## config.mk

```make
export PLATFORM = sky130hd
export DESIGN_NAME = rhs_spi_responder
export DESIGN_NICKNAME = d
export VERILOG_FILES = /design/src/rtl/rhs_spi_responder.sv
export SDC_FILE = /design/constraint.sdc
export NUM_CORES = 1
export LEC_CHECK = 0
export BUFFER_PORTS_ARGS = -buffer_cell sky130_fd_sc_hd__buf_2
export CAP_MARGIN = 25
export CORE_UTILIZATION = 30
export CTS_CLUSTER_DIAMETER = 60
export CTS_CLUSTER_SIZE = 28
export DETAILED_ROUTE_END_ITERATION = 7
export HOLD_SLACK_MARGIN = 0.02
export PLACE_DENSITY = 0.56
export SYNTH_ARGS = -nofsm -noshare
export SYNTH_HDL_FRONTEND = slang
export SYNTH_SLANG_ARGS = --single-unit
```

## constraint.sdc

```tcl
create_clock -name clk -period 8.21 [get_ports clk]
set_clock_uncertainty 0.05 [all_clocks]
set_input_delay 0.4105 -clock clk [delete_from_list [all_inputs] [get_ports clk]]
set_output_delay 0.4105 -clock clk [all_outputs]
set_load 0.02 [all_outputs]
```

## src/rtl/rhs_spi_responder.sv

```systemverilog
// -----------------------------------------------------------------------------
// rhs_spi_responder
// Clock-domain emulator of one RHS2116 chip on the SPI slave side. Decodes
// 32-bit CONVERT / READ / WRITE / CLEAR commands and returns each result two
// frames later, matching the chip's pipeline latency.
//
// Parameters:
//   STARTING_SEED  base value for generated sample data (typically 16*port)
//   CHIP_ID        value returned from ROM register 255
//
// Ports:
//   clk         system clock, at least 4x SCLK
//   rstn        asynchronous active-low reset
//   SCLK        SPI clock from master, idle low (asynchronous to clk)
//   CS          active-low frame select (asynchronous to clk)
//   MOSI        command bit, MSB first, sampled on SCLK rising
//   MISO        result bit, MSB first, changes on SCLK falling
//   channel     channel field of the most recent accepted CONVERT
//   frame_done  one-clk pulse per accepted 32-bit frame
//
// Optional build macro RHS_RESP_FRAME_CHECK_EN adds:
//   frame_err   sticky flag, set on every aborted frame
//   err_count   count of aborted frames, saturating at 255
// -----------------------------------------------------------------------------
module rhs_spi_responder #(
    parameter int unsigned STARTING_SEED = 0,
    parameter logic [15:0] CHIP_ID       = 16'h0020
) (
    input  logic       clk,
    input  logic       rstn,
    input  logic       SCLK,
    input  logic       CS,
    input  logic       MOSI,
    output logic       MISO,
    output logic [7:0] channel,
    output logic       frame_done
`ifdef RHS_RESP_FRAME_CHECK_EN
    ,
    output logic       frame_err,
    output logic [7:0] err_count
`endif
);

    localparam int unsigned W_CMD    = 32;
    localparam int unsigned W_DATA   = 16;
    localparam int unsigned N_REG    = 32;
    localparam int unsigned N_CNT    = 16;
    localparam int unsigned W_CNT    = 8;
    localparam int unsigned W_BITCNT = 6;

    localparam logic [1:0] ST_IDLE   = 2'd0;
    localparam logic [1:0] ST_SHIFT  = 2'd1;
    localparam logic [1:0] ST_DECODE = 2'd2;
    localparam logic [1:0] ST_ABORT  = 2'd3;

    // ---------------------------------------------------------------- state
    logic [1:0]                         state_q,  state_d;
    logic [1:0]                         sclk_sync_q, sclk_sync_d;
    logic [1:0]                         cs_sync_q,   cs_sync_d;
    logic [1:0]                         mosi_sync_q, mosi_sync_d;
    logic                               sclk_prev_q, sclk_prev_d;
    logic                               cs_prev_q,   cs_prev_d;
    logic                               cs_pend_q,   cs_pend_d;
    logic [W_CMD-1:0]                   rx_shift_q,  rx_shift_d;
    logic [W_CMD-1:0]                   tx_shift_q,  tx_shift_d;
    logic [W_BITCNT-1:0]                bitcnt_q,    bitcnt_d;
    logic [W_CMD-1:0]                   r1_q,        r1_d;
    logic [W_CMD-1:0]                   r2_q,        r2_d;
    logic [N_REG-1:0][W_DATA-1:0]       regs_q,      regs_d;
    logic [N_CNT-1:0][W_CNT-1:0]        cnt_q,       cnt_d;
    logic                               miso_q,      miso_d;
    logic [7:0]                         channel_q,   channel_d;
    logic                               frame_done_q, frame_done_d;
`ifdef RHS_RESP_FRAME_CHECK_EN
    logic                               frame_err_q, frame_err_d;
    logic [7:0]                         err_count_q, err_count_d;
`endif

    // Synchronised inputs and edge strobes
    logic sclk_s, cs_s, mosi_s;
    logic sclk_rise, sclk_fall, cs_rise, cs_fall;

    assign sclk_s    = sclk_sync_q[1];
    assign cs_s      = cs_sync_q[1];
    assign mosi_s    = mosi_sync_q[1];
    assign sclk_rise =  sclk_s & ~sclk_prev_q;
    assign sclk_fall = ~sclk_s &  sclk_prev_q;
    assign cs_rise   =  cs_s   & ~cs_prev_q;
    assign cs_fall   = ~cs_s   &  cs_prev_q;

    // Two-flop synchronisers and edge-detect history
    always_comb begin : sync_c
        sclk_sync_d = {sclk_sync_q[0], SCLK};
        cs_sync_d   = {cs_sync_q[0],   CS};
        mosi_sync_d = {mosi_sync_q[0], MOSI};
        sclk_prev_d = sclk_s;
        cs_prev_d   = cs_s;
    end

    // ------------------------------------------------------- command decode
    logic [1:0]        cmd_op;
    logic [5:0]        cmd_ch;
    logic [7:0]        cmd_addr;
    logic [W_DATA-1:0] cmd_data;
    logic [9:0]        seed_sum;
    logic [W_DATA-1:0] read_val;
    logic [W_CMD-1:0]  result;
    logic              conv_any;
    logic              conv_hit;
    logic              wr_hit;
    logic              clr_hit;

    assign cmd_op   = rx_shift_q[31:30];
    assign cmd_ch   = rx_shift_q[21:16];
    assign cmd_addr = rx_shift_q[23:16];
    assign cmd_data = rx_shift_q[15:0];

    // ROM / register-file read mux
    always_comb begin : read_mux_c
        read_val = '0;
        if (cmd_addr < 8'(N_REG)) begin
            read_val = regs_q[cmd_addr[4:0]];
        end else begin
            case (cmd_addr)
                8'd251:  read_val = 16'h0049;
                8'd252:  read_val = 16'h004E;
                8'd253:  read_val = 16'h0054;
                8'd254:  read_val = 16'h0041;
                8'd255:  read_val = CHIP_ID;
                default: read_val = '0;
            endcase
        end
    end

    // Result word and side-effect strobes for the received command
    always_comb begin : decode_c
        result   = '0;
        conv_any = 1'b0;
        conv_hit = 1'b0;
        wr_hit   = 1'b0;
        clr_hit  = 1'b0;
        // Sum kept at 10 bits: the dc field is defined modulo 1024
        seed_sum = 10'(STARTING_SEED) + 10'(cmd_ch);
        case (cmd_op)
            2'b00: begin
                conv_any = 1'b1;
                if (cmd_ch < 6'(N_CNT)) begin
                    conv_hit = 1'b1;
                    result   = {6'b0, seed_sum, seed_sum[7:0], cnt_q[cmd_ch[3:0]]};
                end
            end
            2'b10: begin
                wr_hit = (cmd_addr < 8'(N_REG));
                result = {16'hFFFF, cmd_data};
            end
            2'b11: begin
                result = {16'h0000, read_val};
            end
            default: begin
                clr_hit = (rx_shift_q[31:16] == 16'h6A00);
            end
        endcase
    end

    // ------------------------------------------------------- main FSM logic
    always_comb begin : next_state_c
        state_d      = state_q;
        rx_shift_d   = rx_shift_q;
        tx_shift_d   = tx_shift_q;
        bitcnt_d     = bitcnt_q;
        miso_d       = miso_q;
        channel_d    = channel_q;
        frame_done_d = 1'b0;
        r1_d         = r1_q;
        r2_d         = r2_q;
        regs_d       = regs_q;
        cnt_d        = cnt_q;
        cs_pend_d    = cs_pend_q;
`ifdef RHS_RESP_FRAME_CHECK_EN
        frame_err_d  = frame_err_q;
        err_count_d  = err_count_q;
`endif
        case (state_q)
            ST_IDLE: begin
                cs_pend_d = 1'b0;
                // A fall held over from DECODE/ABORT only counts if CS is still low
                if ((cs_fall || cs_pend_q) && !cs_s) begin
                    tx_shift_d = r2_q;
                    miso_d     = r2_q[31];
                    rx_shift_d = '0;
                    bitcnt_d   = '0;
                    state_d    = ST_SHIFT;
                end
            end
            ST_SHIFT: begin
                if (cs_rise) begin
                    // CS rise wins over any SCLK edge seen in the same clk
                    state_d = (bitcnt_q == W_BITCNT'(W_CMD)) ? ST_DECODE : ST_ABORT;
                end else begin
                    if (sclk_rise) begin
                        rx_shift_d = {rx_shift_q[30:0], mosi_s};
                        // Saturate so an over-long frame never wraps back to 32
                        if (bitcnt_q != '1) begin
                            bitcnt_d = bitcnt_q + W_BITCNT'(1);
                        end
                    end
                    if (sclk_fall) begin
                        tx_shift_d = {tx_shift_q[30:0], 1'b0};
                        miso_d     = tx_shift_q[30];
                    end
                end
            end
            ST_DECODE: begin
                if (conv_any) begin
                    channel_d = {2'b00, cmd_ch};
                end
                if (conv_hit) begin
                    cnt_d[cmd_ch[3:0]] = cnt_q[cmd_ch[3:0]] + W_CNT'(1);
                end
                if (wr_hit) begin
                    regs_d[cmd_addr[4:0]] = cmd_data;
                end
                if (clr_hit) begin
                    cnt_d = '0;
                end
                r2_d         = r1_q;
                r1_d         = result;
                frame_done_d = 1'b1;
                cs_pend_d    = cs_fall;
                state_d      = ST_IDLE;
            end
            default: begin
                // ST_ABORT: frame dropped, queue left untouched
                cs_pend_d = cs_fall;
                state_d   = ST_IDLE;
`ifdef RHS_RESP_FRAME_CHECK_EN
                frame_err_d = 1'b1;
                if (err_count_q != 8'hFF) begin
                    err_count_d = err_count_q + 8'd1;
                end
`endif
            end
        endcase
    end

    // ------------------------------------------------------------ registers
    always_ff @(posedge clk or negedge rstn) begin : regs_ff
        if (!rstn) begin
            state_q      <= ST_IDLE;
            sclk_sync_q  <= '0;
            cs_sync_q    <= '1;
            mosi_sync_q  <= '0;
            sclk_prev_q  <= 1'b0;
            cs_prev_q    <= 1'b1;
            cs_pend_q    <= 1'b0;
            rx_shift_q   <= '0;
            tx_shift_q   <= '0;
            bitcnt_q     <= '0;
            r1_q         <= '0;
            r2_q         <= '0;
            regs_q       <= '0;
            cnt_q        <= '0;
            miso_q       <= 1'b0;
            channel_q    <= '0;
            frame_done_q <= 1'b0;
`ifdef RHS_RESP_FRAME_CHECK_EN
            frame_err_q  <= 1'b0;
            err_count_q  <= '0;
`endif
        end else begin
            state_q      <= state_d;
            sclk_sync_q  <= sclk_sync_d;
            cs_sync_q    <= cs_sync_d;
            mosi_sync_q  <= mosi_sync_d;
            sclk_prev_q  <= sclk_prev_d;
            cs_prev_q    <= cs_prev_d;
            cs_pend_q    <= cs_pend_d;
            rx_shift_q   <= rx_shift_d;
            tx_shift_q   <= tx_shift_d;
            bitcnt_q     <= bitcnt_d;
            r1_q         <= r1_d;
            r2_q         <= r2_d;
            regs_q       <= regs_d;
            cnt_q        <= cnt_d;
            miso_q       <= miso_d;
            channel_q    <= channel_d;
            frame_done_q <= frame_done_d;
`ifdef RHS_RESP_FRAME_CHECK_EN
            frame_err_q  <= frame_err_d;
            err_count_q  <= err_count_d;
`endif
        end
    end

    assign MISO       = miso_q;
    assign channel    = channel_q;
    assign frame_done = frame_done_q;
`ifdef RHS_RESP_FRAME_CHECK_EN
    assign frame_err  = frame_err_q;
    assign err_count  = err_count_q;
`endif

endmodule

```

==> flow_summary_export.csv <==
group,metric,value,unit
sta,rsz0062_at_grt,"no",
worst_hold_path,hold_class,"input pin to async pin",
critical_path,required,8.69,ns
synthesis,netlist_instances,2595,
critical_path,start_kind,"flop",
layout,syn_to_final_growth,11.7,%
critical_path,crit_buf_inv,2,
sta,slew_headroom,26.0,%
route,wl_per_cell,22.7,µm
die,row_count,125,
placed_design,numPortBuffers,12,
critical_path,critPathTopFamily,"buffers and inverters",
critical_path,max_stage_delay,0.80,ns
die,coreArea,117000,µm²
route,totalWireLength,93300,µm
placed_design,dp.cells,3995,
placed_design,postPlaceCellArea,37300,µm²
layout,stdcell_count,4113,
sta,finalHoldViolCount,0,
synthesis,ys.flop_type,"dfrtp_1",
global_routing,grt_use_total,15.7,%
route,drc,0,
sta,finalMaxSlewViolations,0,
clock_tree,cts_buffers,58,
placed_design,dp_hpwl,56400,µm
global_routing,gr-usage-met2,24.1,%
clock_tree,clk_latency,0.68,ns
placed_design,place.gp.congestion,0.824,
global_routing,antenna_found_initial,0,
synthesis,yosys_warnings,0,
die,dieArea,119000,µm²
clock_tree,cts_sinks,774,
critical_path,r2r_cells,7,
route,vias_per_cell,5.24,
sta,setup_tns,0,ns
route,ant_nets,0,
critical_path,critPathMaxFanout,52,
layout,antenna_cells_inserted,0,
synthesis,synth-edff-count,0,
pwr,leakagePower,0.0178,µW
clock_tree,cts_max_level,2,
synthesis,syn_avg_cell_area,13.6,µm²
critical_path,path_class,"flop to flop",
die,boundaryPins,15,
pwr,vdd_ir_drop_max,0.183,mV
clock_tree,cts_buffer_depth,3,
die,die_w,346,µm
sta,period_needed,4.29,ns
synthesis,yosys_register_bits,774,
global_routing,grt_overflow,0,
synthesis,synthesis.area,35400,µm²
pwr,p_per_area,200,nW/µm²
sta,fmax,233,MHz
synthesis,synth_cell_types,59,
run_status,status,"complete, no violations",
clock_tree,postCtsSetupBuffers,0,
layout,final_nets,2547,
die,start_util,30.4,%
critical_path,worst-path-stages,7,
clock_tree,clkTransAtPathRegs,0.08,ns
critical_path,critical_path_arrival,4.77,ns
die,die_h,346,µm
critical_path,slowest_stage,"dfrtp_4",
global_routing,met1_usage,23.2,%
global_routing,grt_pass1_vias,21955,
layout,fin_area,39600,µm²
critical_path,end_kind,"flop",
sta,tightest_slew,1.11,ns
clock_tree,cts_tree,"done",
global_routing,grt_max_degree,151,
route,drt_iter0_drc,1841,
layout,drive_above_1_share,36.4,%
sta,post-route-period-util,52.2,%
route,vias,21555,
global_routing,grt.busiest_layer,"met2",
sta,setup_violations,0,
global_routing,gr-usage-met3,2.00,%
global_routing,grt_pass1_wl,145000,µm
synthesis,async_flop_share,100,%
clock_tree,cts-root-buf,"clkbuf_16",
synthesis,yosysSeqAreaShare,54.7,%
route,drt-pass1-iter-count,5,
job,cap_violations,0,
critical_path,crit_chain,"buf_4 -> buf_4 -> mux4_2 -> mux4_2 -> mux2i_1 -> a211oi_1 -> a221o_1",
[metal layers]
metal | vias to the layer above | part of all wire (%)
met2 | 503 | 46
li1 | 9442 | -
met4 | 0 | 2.2
met1 | 11487 | 48
met5 | - | 0
met3 | 123 | 4.4
[area by class of cell]
class / count / area (µm²)
fillers: 11411 / 77100
well taps: 1524 / 1910
inverters: 7 / 26.3
repair buffers: 97 / 998
clock inverters: 50 / 726
flip-flops and latches: 774 / 19400
clock buffers: 60 / 1480
multi-input cells: 1601 / 15000
[cell usage in the layout (no fill, tap or decap), types with 6 or more instances in the layout]
cell,count
a21oi_1,29
a221o_1,26
a221oi_1,6
a22o_1,38
a22oi_1,22
and2_1,7
and3_1,7
buf_16,10
buf_2,11
buf_4,63
bufinv_16,6
clkbuf_16,59
clkinv_8,8
dfrtp_1,766
inv_1,6
inv_12,8
inv_6,12
mux2_2,523
mux2i_1,50
mux4_2,183
nand2_1,306
nand3_1,36
nand3_2,8
nand4_1,10
nor2_1,70
nor2b_1,9
nor3_1,13
nor4_1,24
o211ai_1,14
o21ai_0,143
o21ai_1,14
[per-stage QoR]
step	hold WS, ns	util (%)	total power [µW]	worst slack [ns]
detailed placement	0.287	31.9	4710	3.99
global placement	0.288	31.7	4710	4.00
CTS	0.302	33.9	8000	3.96
finish	0.288	33.9	7910	3.92
global route	0.312	33.9	8220	3.71
floorplan	0.0649	-	4430	5.25
[final timing paths]
kind | to | slack, ns | from
hold reg to reg | mosi_sync_q[1] | 0.30 | mosi_sync_q[0]
max in group asynchronous | rx_shift_q[1] | 5.97 | rstn
setup reg to reg | r1_q[3] | 3.92 | rx_shift_q[17]
hold / removal | regs_q[364] | 0.29 | rstn
min in group clk | mosi_sync_q[1] | 0.30 | mosi_sync_q[0]
setup / recovery | r1_q[3] | 3.92 | rx_shift_q[17]
[report_power, final]
group | internal [µW] | switching (µW) | leakage, µW
sequential | 3930 | 80.5 | 0.0107
clock | 1630 | 1650 | 0.00107
combinational | 163 | 459 | 0.00604
total | 5720 | 2190 | 0.0178
[what timing repair did]
action / CTS / global route
hold buffers: 4 / 0
hold endpoints to repair: 56 / 0
resized for setup: 0 / 0
[sequential cells by signal, indices dropped and copies added (netlist names), 2 cells and up]
signal       flops
tx_shift_q      31
cs_sync_q        2
state_q          2
r1_q            23
rx_shift_q      32
sclk_sync_q      2
r2_q            23
cnt_q          128
mosi_sync_q      2
regs_q         512
bitcnt_q         6
channel          6
[synthesized netlist by cell type, drive strengths merged (2+ instances only)]
library cell,count,area (µm²)
dfrtp,771,19300
mux2,523,5890
nand2,306,1150
mux4,183,4120
o21ai,160,805
clkbuf,112,420
buf,102,647
nor2,74,295
mux2i,51,510
nand3,44,250
a22o,38,333
a21oi,29,145
nor4,27,181
a221o,26,260
a22oi,22,165
nor3,14,75.1
o211ai,14,105
nand4,10,62.6
nor2b,9,56.3
and2,7,43.8
and3,7,43.8
a221oi,6,52.6
inv,6,22.5
nand2b,6,37.5
o21a,5,37.5
o221ai,4,35.0
or3,4,25.0
xor2,4,35.0
a222oi,3,30.0
dfstp,3,78.8
ha,3,37.5
or4,3,22.5
o22ai,2,12.5
or2,2,12.5
xnor2,2,17.5
[kinds of logic (layout without fill, tap and decap cells)]
kind of cell    Yosys count  in the layout  synth area share [%]
compound gates          315            315                  5.72
xor+xnor                  6              6                 0.148
fa+ha+maj                 3              3                 0.106
buf+inv                 221            214                  3.09
flops                   774            774                  54.7
mux                     757            757                  29.7
other cells               1              2                0.0106
simple gates            518            518                  6.51
Power figures use the tool's default switching activity.
